<file path="config.mk">
export PLATFORM = sky130hd
export DESIGN_NAME = taxi_eth_phy_10g_rx_ber_mon_mlane
export DESIGN_NICKNAME = d
export VERILOG_FILES = /design/src/rtl/taxi_eth_phy_10g_rx_ber_mon_mlane.sv
export SDC_FILE = /design/constraint.sdc
export NUM_CORES = 1
export LEC_CHECK = 0
export ABC_AREA = 1
export BUFFER_PORTS_ARGS = -buffer_cell sky130_fd_sc_hd__buf_4
export CAP_MARGIN = 20
export CORE_MARGIN = 2
export CORE_UTILIZATION = 41
export DETAILED_ROUTE_END_ITERATION = 8
export HOLD_SLACK_MARGIN = 0.02
export PLACE_DENSITY = 0.7
export SYNTH_ARGS = -nofsm -noshare
export SYNTH_HDL_FRONTEND = slang
export SYNTH_SLANG_ARGS = --single-unit
</file>
<file path="constraint.sdc">
create_clock -name clk -period 1.8 [get_ports clk]
set_input_delay 0 -clock clk [delete_from_list [all_inputs] [get_ports clk]]
set_output_delay 0 -clock clk [all_outputs]
set_load 0.01 [all_outputs]
</file>
<file path="src/rtl/taxi_eth_phy_10g_rx_ber_mon_mlane.sv">
// -----------------------------------------------------------------------------
// taxi_eth_phy_10g_rx_ber_mon_mlane
//
// Multi-lane 64b/66b sync-header bit-error-rate monitor. Every lane runs its
// own ~125 us observation window. A lane raises its high-BER flag when
// BER_THRESH invalid sync headers arrive in one window. The flag drops again
// only after CLR_WINDOWS consecutive clean windows. A saturating per-lane
// counter accumulates every invalid header for statistics.
//
// Ports:
//   clk                  clock
//   rst_n                asynchronous active-low reset
//   lane_en              per-lane enable; a disabled lane is held in reset
//                        (its error counter is held, not cleared)
//   serdes_rx_hdr        sync headers, lane l at [l*HDR_W +: HDR_W]
//   serdes_rx_hdr_valid  per-lane header qualifier
//   stat_clr             single-cycle pulse, zeroes all error counters
//   rx_high_ber          per-lane high-BER flag (registered)
//   rx_high_ber_any      OR of rx_high_ber (no added latency)
//   stat_err_cnt         per-lane saturating invalid-header count,
//                        lane l at [l*ERR_CNT_W +: ERR_CNT_W]
// -----------------------------------------------------------------------------
module taxi_eth_phy_10g_rx_ber_mon_mlane #(
    parameter int  LANES       = 4,
    parameter int  HDR_W       = 2,
    parameter real COUNT_125US = 125000/6.4,
    parameter int  BER_THRESH  = 16,
    parameter int  CLR_WINDOWS = 1,
    parameter int  ERR_CNT_W   = 16
) (
    input  logic                       clk,
    input  logic                       rst_n,
    input  logic [LANES-1:0]           lane_en,
    input  logic [LANES*HDR_W-1:0]     serdes_rx_hdr,
    input  logic [LANES-1:0]           serdes_rx_hdr_valid,
    input  logic                       stat_clr,
    output logic [LANES-1:0]           rx_high_ber,
    output logic                       rx_high_ber_any,
    output logic [LANES*ERR_CNT_W-1:0] stat_err_cnt
);

    // Only the integer part of the window length is meaningful in cycles.
    localparam int COUNT_125US_INT = $rtoi(COUNT_125US);
    localparam int TIMER_W         = $clog2(COUNT_125US_INT + 1);
    localparam int BER_W           = $clog2(BER_THRESH);
    localparam int CLEAN_W         = $clog2(CLR_WINDOWS + 1);

    localparam logic [TIMER_W-1:0] TIMER_LOAD = TIMER_W'(COUNT_125US_INT);
    localparam logic [BER_W-1:0]   BER_LAST   = BER_W'(BER_THRESH - 1);
    localparam logic [CLEAN_W-1:0] CLEAN_LAST = CLEAN_W'(CLR_WINDOWS - 1);

    if (HDR_W != 2) begin : g_bad_hdr_w
        $fatal(1, "taxi_eth_phy_10g_rx_ber_mon_mlane: HDR_W must be 2");
    end

    if (BER_THRESH < 2) begin : g_bad_thresh
        $fatal(1, "taxi_eth_phy_10g_rx_ber_mon_mlane: BER_THRESH must be >= 2");
    end

    if (CLR_WINDOWS < 1) begin : g_bad_clr
        $fatal(1, "taxi_eth_phy_10g_rx_ber_mon_mlane: CLR_WINDOWS must be >= 1");
    end

    // 2'b00 and 2'b11 are not legal 64b/66b sync headers.
    function automatic logic hdr_invalid(input logic [HDR_W-1:0] h);
        return h[0] == h[1];
    endfunction

    function automatic logic [ERR_CNT_W-1:0] sat_inc(input logic [ERR_CNT_W-1:0] v);
        return (&v) ? v : v + 1'b1;
    endfunction

    for (genvar l = 0; l < LANES; l++) begin : g_lane
        logic [HDR_W-1:0]     hdr;
        logic                 hdr_vld;
        logic                 hdr_bad;
        logic                 set_ev;
        logic                 expiry;
        logic                 win_clean;
        logic [TIMER_W-1:0]   timer;
        logic [BER_W-1:0]     ber_cnt;
        logic [CLEAN_W-1:0]   clean_cnt;
        logic                 high_ber;
        logic [ERR_CNT_W-1:0] err_cnt;

        assign hdr       = serdes_rx_hdr[l*HDR_W +: HDR_W];
        // A disabled lane ignores its headers entirely.
        assign hdr_vld   = lane_en[l] & serdes_rx_hdr_valid[l];
        assign hdr_bad   = hdr_vld & hdr_invalid(hdr);
        // ber_cnt parks at BER_THRESH-1, so every further bad header in the
        // same window is also a set event.
        assign set_ev    = hdr_bad & (ber_cnt == BER_LAST);
        // The window only closes on a qualified header; the timer waits at 0.
        assign expiry    = hdr_vld & (timer == '0);
        assign win_clean = ber_cnt != BER_LAST;

        always_ff @(posedge clk or negedge rst_n) begin
            if (!rst_n) begin
                timer     <= TIMER_LOAD;
                ber_cnt   <= '0;
                clean_cnt <= '0;
                high_ber  <= 1'b0;
            end else if (!lane_en[l]) begin
                timer     <= TIMER_LOAD;
                ber_cnt   <= '0;
                clean_cnt <= '0;
                high_ber  <= 1'b0;
            end else begin
                // Window timing; expiry discards the expiry-cycle header count.
                if (expiry) begin
                    timer   <= TIMER_LOAD;
                    ber_cnt <= '0;
                end else begin
                    if (timer != '0) begin
                        timer <= timer - 1'b1;
                    end
                    if (hdr_bad && (ber_cnt != BER_LAST)) begin
                        ber_cnt <= ber_cnt + 1'b1;
                    end
                end

                // Flag and hysteresis: a set always wins over a clear, and a
                // set anywhere in a window abandons clear progress.
                if (set_ev) begin
                    high_ber  <= 1'b1;
                    clean_cnt <= '0;
                end else if (expiry) begin
                    if (win_clean && high_ber) begin
                        if (clean_cnt == CLEAN_LAST) begin
                            high_ber  <= 1'b0;
                            clean_cnt <= '0;
                        end else begin
                            clean_cnt <= clean_cnt + 1'b1;
                        end
                    end else begin
                        clean_cnt <= '0;
                    end
                end
            end
        end

        // Statistics survive lane disable; stat_clr takes priority but the
        // coincident bad header still counts.
        always_ff @(posedge clk or negedge rst_n) begin
            if (!rst_n) begin
                err_cnt <= '0;
            end else if (stat_clr) begin
                err_cnt <= ERR_CNT_W'(hdr_bad);
            end else if (hdr_bad) begin
                err_cnt <= sat_inc(err_cnt);
            end
        end

        assign rx_high_ber[l]                           = high_ber;
        assign stat_err_cnt[l*ERR_CNT_W +: ERR_CNT_W]   = err_cnt;
    end

    assign rx_high_ber_any = |rx_high_ber;

endmodule

</file>
=== Yosys cells after proc, flatten, opt, wreduce, memory -nomap -nowiden ===
Cells that the tools add are included.

* Add/subtract/negate cells: 16
* Eq/ne operators: 36
* Mux-type cells: 76
* Bitwise gates (word level): 16
* Reductions and logical operators: 33

{| class="wikitable"
|+ Operators by type and width
! operator !! number
|-
| two-way mux 16 bit || 12
|-
| two-way mux 15 bit || 12
|-
| adder 16 x 1 -> 16 bit, second input constant || 4
|-
| AND reduction 16 bit || 4
|-
| logical NOT 15 bit || 4
|-
| nonzero test 15 bit || 4
|-
| subtractor 15 x 1 -> 15 bit, second input constant || 4
|-
| two-way mux 4 bit || 12
|-
| inequality test 3 x 1 -> 1 bit, second input constant || 16
|-
| two-way mux 1 bit || 40
|-
| adder 4 x 1 -> 4 bit, second input constant || 4
|-
| bitwise AND 1 bit || 16
|-
| equality test 4 bit, second input constant || 4
|-
| inequality test 4 bit, second input constant || 4
|-
| inequality test 3 bit, second input constant || 4
|-
| AND reduction 3 bit || 4
|-
| logical AND 1 bit || 8
|-
| inequality test 2 bit, second input constant || 4
|-
| AND reduction 2 bit || 4
|-
| nonzero test 2 bit || 4
|-
| adder 1 bit, second input constant || 4
|-
| equality test 1 bit || 4
|-
| OR reduction 4 bit || 1
|}

* Register bits after elaboration: 148
* Input port bits: 19
* Output and inout bits: 69
* Word-level logic and storage cells: 197

=== Longest topological paths before layout ===
* Depth after elaboration: 6
* Gate-level depth with buffers: 11
* Depth with buffers taken out: 10

=== Least setup slack after synthesis ===
Ideal clock, no wire load.

* Kind: flip-flop to flip-flop
* Start: register g_lane[0].timer[0]
* End: register g_lane[0].timer[10]
* Setup time: 0.079 ns
* Arrival: 1.556 ns
* Data required time: 1.721 ns
* Path slack: 0.165 ns
* Stages on the path, launching flop included: 9
* Buffers on the path: 1
* Period minus slack after synthesis: 1.635 ns
* Cell sequence: dfstp_2 > inv_1 > ha_1 > nand2_1 > nor2_1 > nand2_1 > buf_2 > nand4_1 > o21ai_0

* Cells in the longest elaborated chain, start to end: 4
* Elaborated cells on any way between the ends: 8
* Those cells by class: add/sub: 1; eq/ne: 1; mux: 3; bitwise: 1; reduce/logical: 2

{| class="wikitable"
|+ RTL lines
! element !! line !! text
|-
| from (decl) || 80 || <nowiki>logic [TIMER_W-1:0] timer;</nowiki>
|-
| from (signal assigned) || 115 || <nowiki>timer <= timer - 1'b1;</nowiki>
|-
| subtractor 15 x 1 -> 15 bit or logical NOT 15 bit (tied branches) || 115, 94 ||
|-
| two-way mux 15 bit or bitwise AND 1 bit (tied branches) || 114, 94 ||
|-
| two-way mux 15 bit || 110 || <nowiki>if (expiry) begin</nowiki>
|-
| two-way mux 15 bit || 103 || <nowiki>end else if (!lane_en[l]) begin</nowiki>
|}

Parallel ways exist; a longest one is shown, timed or not. The select of a mux whose other input is x is not followed.
A chain may end at the register's enable or synchronous reset.

=== Worst setup path after layout ===
* Start: register g_lane[3].timer[0]
* End: register g_lane[3].ber_cnt[2]

* Cells in the longest elaborated chain, start to end: 4
* Elaborated cells on any way between the ends: 5
* Those cells by class: eq/ne: 1; mux: 2; bitwise: 1; reduce/logical: 1

{| class="wikitable"
|+ RTL lines
! element !! line !! text
|-
| from (decl) || 80 ||
|-
| from (signal assigned) || 115 ||
|-
| logical NOT 15 bit (*) || 94 || <nowiki>assign expiry = hdr_vld & (timer == '0);</nowiki>
|-
| bitwise AND 1 bit (*) || 94 ||
|-
| two-way mux 4 bit || 110 ||
|-
| two-way mux 4 bit || 103 ||
|-
| to (signal assigned) || 118 || <nowiki>ber_cnt <= ber_cnt + 1'b1;</nowiki>
|-
| to (decl) || 81 || <nowiki>logic [BER_W-1:0] ber_cnt;</nowiki>
|}

Mark *: on every way between the ends. The rest lies on a longest branch, timed or not.

==> summary.md <==
| Metric | Value |
|---|---|
| Status | finished clean |
| Post-route DRC | 0 |
| Sequential-to-total area share from yosys stat | about two fifths |
| # clock sinks | about 140 |
| Place WS | approximately 58 ps |
| Sum Neg Setup Slack | 0 ps |
| Hold WC Path Type | in2reg |
| Vias in the first global route | 7,872 |
| Max-cap viol count | 0 |
| GRT Util Overall | 19.85% |
| Combinational power share | 8.8% |
| Synth Flop Type | dfrtp_1 |
| Worst setup EP type | register |
| Vias | around 8.4k |
| CTS Buf Count | 17 |
| Final Util | 51.39% |
| Peak Freq | a little under 600 MHz |
| Initial antenna violation count | 0 |
| Leakage | 5.231 nW |
| Worst Reg-to-Reg Cells | 9 |
| #FFs+latches synth | 144 |
| Seq pwr share | approximately 43% |
| Maximum fanout along the worst path | 9 |
| Area Growth Syn to Fin | 22.54% |
| Peak supply drop | roughly 0.53 mV |
| Global-route wire length before repair | 36,580 um |
| Die width | about 150 um |
| Synth cell types | 36 |
| Gate Count Post-Synth | 1,266 |
| Layout filler cell count | 2,019 |
| Worst skew pair latency | between 400 and 500 ps |
| Max-slew violation count | 0 |
| Setup ws final | 118.6 ps |
| Post-synth top area share | 32.72% |
| Reg area | 3640 um2 |
| Root Buffer | clkbuf_16 |
| Most frequent cells after synthesis | 377 x nand2_1, 196 x nor2_1, 139 x inv_1 |
| Hold Path Sink | g_lane[0].high_ber$_DFFE_PN0P_ |
| R2r endpoint | g_lane[3].ber_cnt[2]$_DFFE_PN0P_ |
| Core ar. | 21,150 um2 |
| Setup crit start kind | register |
| CTS max path bufs | 2 |
| Period utilization | between 90% and 100% |
| Worst reg2reg path startpoint | g_lane[3].timer[0]$_DFFE_PN1P_ |
| Power Dens Cells | roughly 720 nW/um2 |
| DRT iter0 DRCs | between 300 and 400 |
| Min cycle time layout | around 1700 ps |
| Port Buffer Count | slightly below 90 |
| Crit path kind | reg2reg |
| Switch share | between 20% and 30% |
| Routed Antenna Nets | 0 |
| Largest net degree at the start of global routing | 59 |
| Hold Path Cell Cnt | 4 |
| Final Setup Violations | 0 |
| Routed Wire Length | 21,540 um |
| EDFF count, synth | 0 |
| Internal | around 0.0059 W |
| Slew @ Worst Pin | roughly 570 ps |
| Synthesized area per cell | around 7.0 um2 |
| DIE AREA | ~23,000 um2 |
| Top-count cell post-synth | nand2_1 |
| Area occupied by multi-input gates | roughly 4500 um2 |
| Final hold slack | roughly 28 ps |
| Mapped cell area | a little under 9000 um2 |
| # diodes | 0 |
| Clock power share | 48.2% |
| Total Power | just under 0.008 W |
| Largest cells by area after synthesis | dfrtp_1 33%, nand2_1 16%, dfstp_2 8.3%, nor2_1 8.3%, nand3_1 6.3% |
| Slew Limit Headroom | between 60% and 70% |
| Avg WL per Cell | about 13 um |
| Layout cells sized above 1 | a little under a fifth |
| Nets@finish | about 1.4k |
| Max Clock Skew | 10.75 ps |
| Critical Path RT | about 2100 ps |
| DIE HEIGHT | approximately 150 um |
| Top Ports | 88 |
| Syn_nets | ~1.3k |
| Overflow after GRT | 0 |
| Worst Hold Launch | serdes_rx_hdr_valid[0] |
| Final hold vios | 0 |
| Starting density of the core | 41.94% |
| Reg2reg setup slack | ~120 ps |
| TritonRoute pass-1 iters | 7 |
| YS warnings | 0 |
| CTS tree | built |
| Clock-pin slew on the worst setup and hold paths | 60 ps |
| DPL Wire Length | between 15,000 and 20,000 um |
| Gpl congestion | a little under 0.9 |
| Htree depth | 4 |
| Post-synth ARST share | 100.0% |
| Psw | a little under 0.002 W |
| Vias/cell | roughly 5 |
| CP arrival | 2000 ps |
| Std cell rows | between 50 and 60 |
| Area leader, netlist | dfrtp_1 |
==> worst max path at each step <==
stage                                            end  cells past startpoint  slack, ps                           start
floorplan            g_lane[0].timer[10]$_DFFE_PN1P_                      8        160  g_lane[0].timer[0]$_DFFE_PN1P_
global placement    g_lane[3].ber_cnt[2]$_DFFE_PN0P_                      9        130  g_lane[3].timer[0]$_DFFE_PN1P_
detailed placement  g_lane[0].ber_cnt[2]$_DFFE_PN0P_                      9         60  g_lane[0].timer[0]$_DFFE_PN1P_
CTS                  g_lane[0].timer[13]$_DFFE_PN0P_                      9         50  g_lane[0].timer[0]$_DFFE_PN1P_
global route        g_lane[2].ber_cnt[2]$_DFFE_PN0P_                      9        -20  g_lane[2].timer[0]$_DFFE_PN1P_
finish              g_lane[3].ber_cnt[2]$_DFFE_PN0P_                      9        120  g_lane[3].timer[0]$_DFFE_PN1P_
==> flip-flops by register name, summed over array words and instances, names as in the netlist <==
name	flops
g_lane.timer	60
g_lane.high_ber	4
g_lane.err_cnt	64
g_lane.ber_cnt	16
==> critical path, cell delays in order, from the launching register on <==
cell     delay, ps
dfstp_2        360
inv_1          120
ha_1           260
nand2_2        100
nor2_1         180
nand3_1        150
nand2_2        190
inv_4           80
o21ai_0         80
nor2_1          50
==> power groups by stage <==
stage / Clock [W] / Sequential (W) / Combinational (W)
floorplan: 0 / 0.00346 / 0.000335
global placement: 0 / 0.00343 / 0.000672
detailed placement: 0 / 0.00343 / 0.000684
CTS: 0.00388 / 0.00338 / 0.000700
global route: 0.00401 / 0.00339 / 0.000788
finish: 0.00379 / 0.00338 / 0.000695
==> cell families (layout without fill, tap and decap cells) <==
family / Yosys count / after routing / share of synthesized area (%)
compound gates: 108 / 108 / 7.192
xor+xnor: 35 / 35 / 3.455
fa+ha+maj: 12 / 12 / 1.692
buf+inv: 175 / 321 / 8.377
flops: 144 / 144 / 41.01
simple gates: 792 / 792 / 38.27
==> metrics by stage <==
step                std cells  area (um2)
floorplan                1266        8872
global placement         1648       10120
detailed placement       1648       10120
CTS                      1687       10830
global route             1687       10870
finish                   1687       10870
==> per-layer routing <==
metal  global-route usage, %  vias to the layer above  wire, um
li1                        -                     4309         -
met1                   26.05                     3872      9955
met2                   32.61                      170     10170
met3                   4.488                       31      1070
met4                   6.449                        0       346
met5                       0                        -         0
==> placed cells by master (no fill, tap or decap), types with 5 or more instances in the layout <==
cell | Yosys | layout
nand2_1 | 377 | 373
nor2_1 | 196 | 193
inv_1 | 139 | 138
buf_4 | 10 | 129
dfrtp_1 | 116 | 115
nand3_1 | 111 | 111
o21ai_0 | 39 | 39
nand4_1 | 36 | 36
xor2_1 | 31 | 31
a21oi_1 | 28 | 28
dfstp_2 | 28 | 28
nor3_1 | 27 | 27
o21ai_2 | 18 | 18
clkbuf_16 | 0 | 17
o21ai_1 | 11 | 11
ha_1 | 12 | 11
or2_2 | 9 | 9
nor2_2 | 7 | 9
nand3b_1 | 8 | 8
dlygate4sd3_1 | 0 | 7
nand2_2 | 4 | 6
o21bai_1 | 6 | 6
buf_12 | 0 | 6
inv_2 | 6 | 5
nor2_4 | 4 | 5
==> area by class of cell <==
type                    instances  share of cell area [%]
multi-input cells             947                   41.63
well taps                     275                   3.165
clock inverters                11                   1.393
repair buffers                144                   10.86
flip-flops and latches        144                   33.48
inverters                     145                   5.052
clock buffers                  21                   4.419
==> what timing repair did <==
action	4_1_cts	5_1_grt
setup buffers	0	0
resized for setup	0	16
setup endpoints to repair	0	49
endpoints found under the hold margin	169	0
hold buffers	7	0
Power figures use the tool's default switching activity.
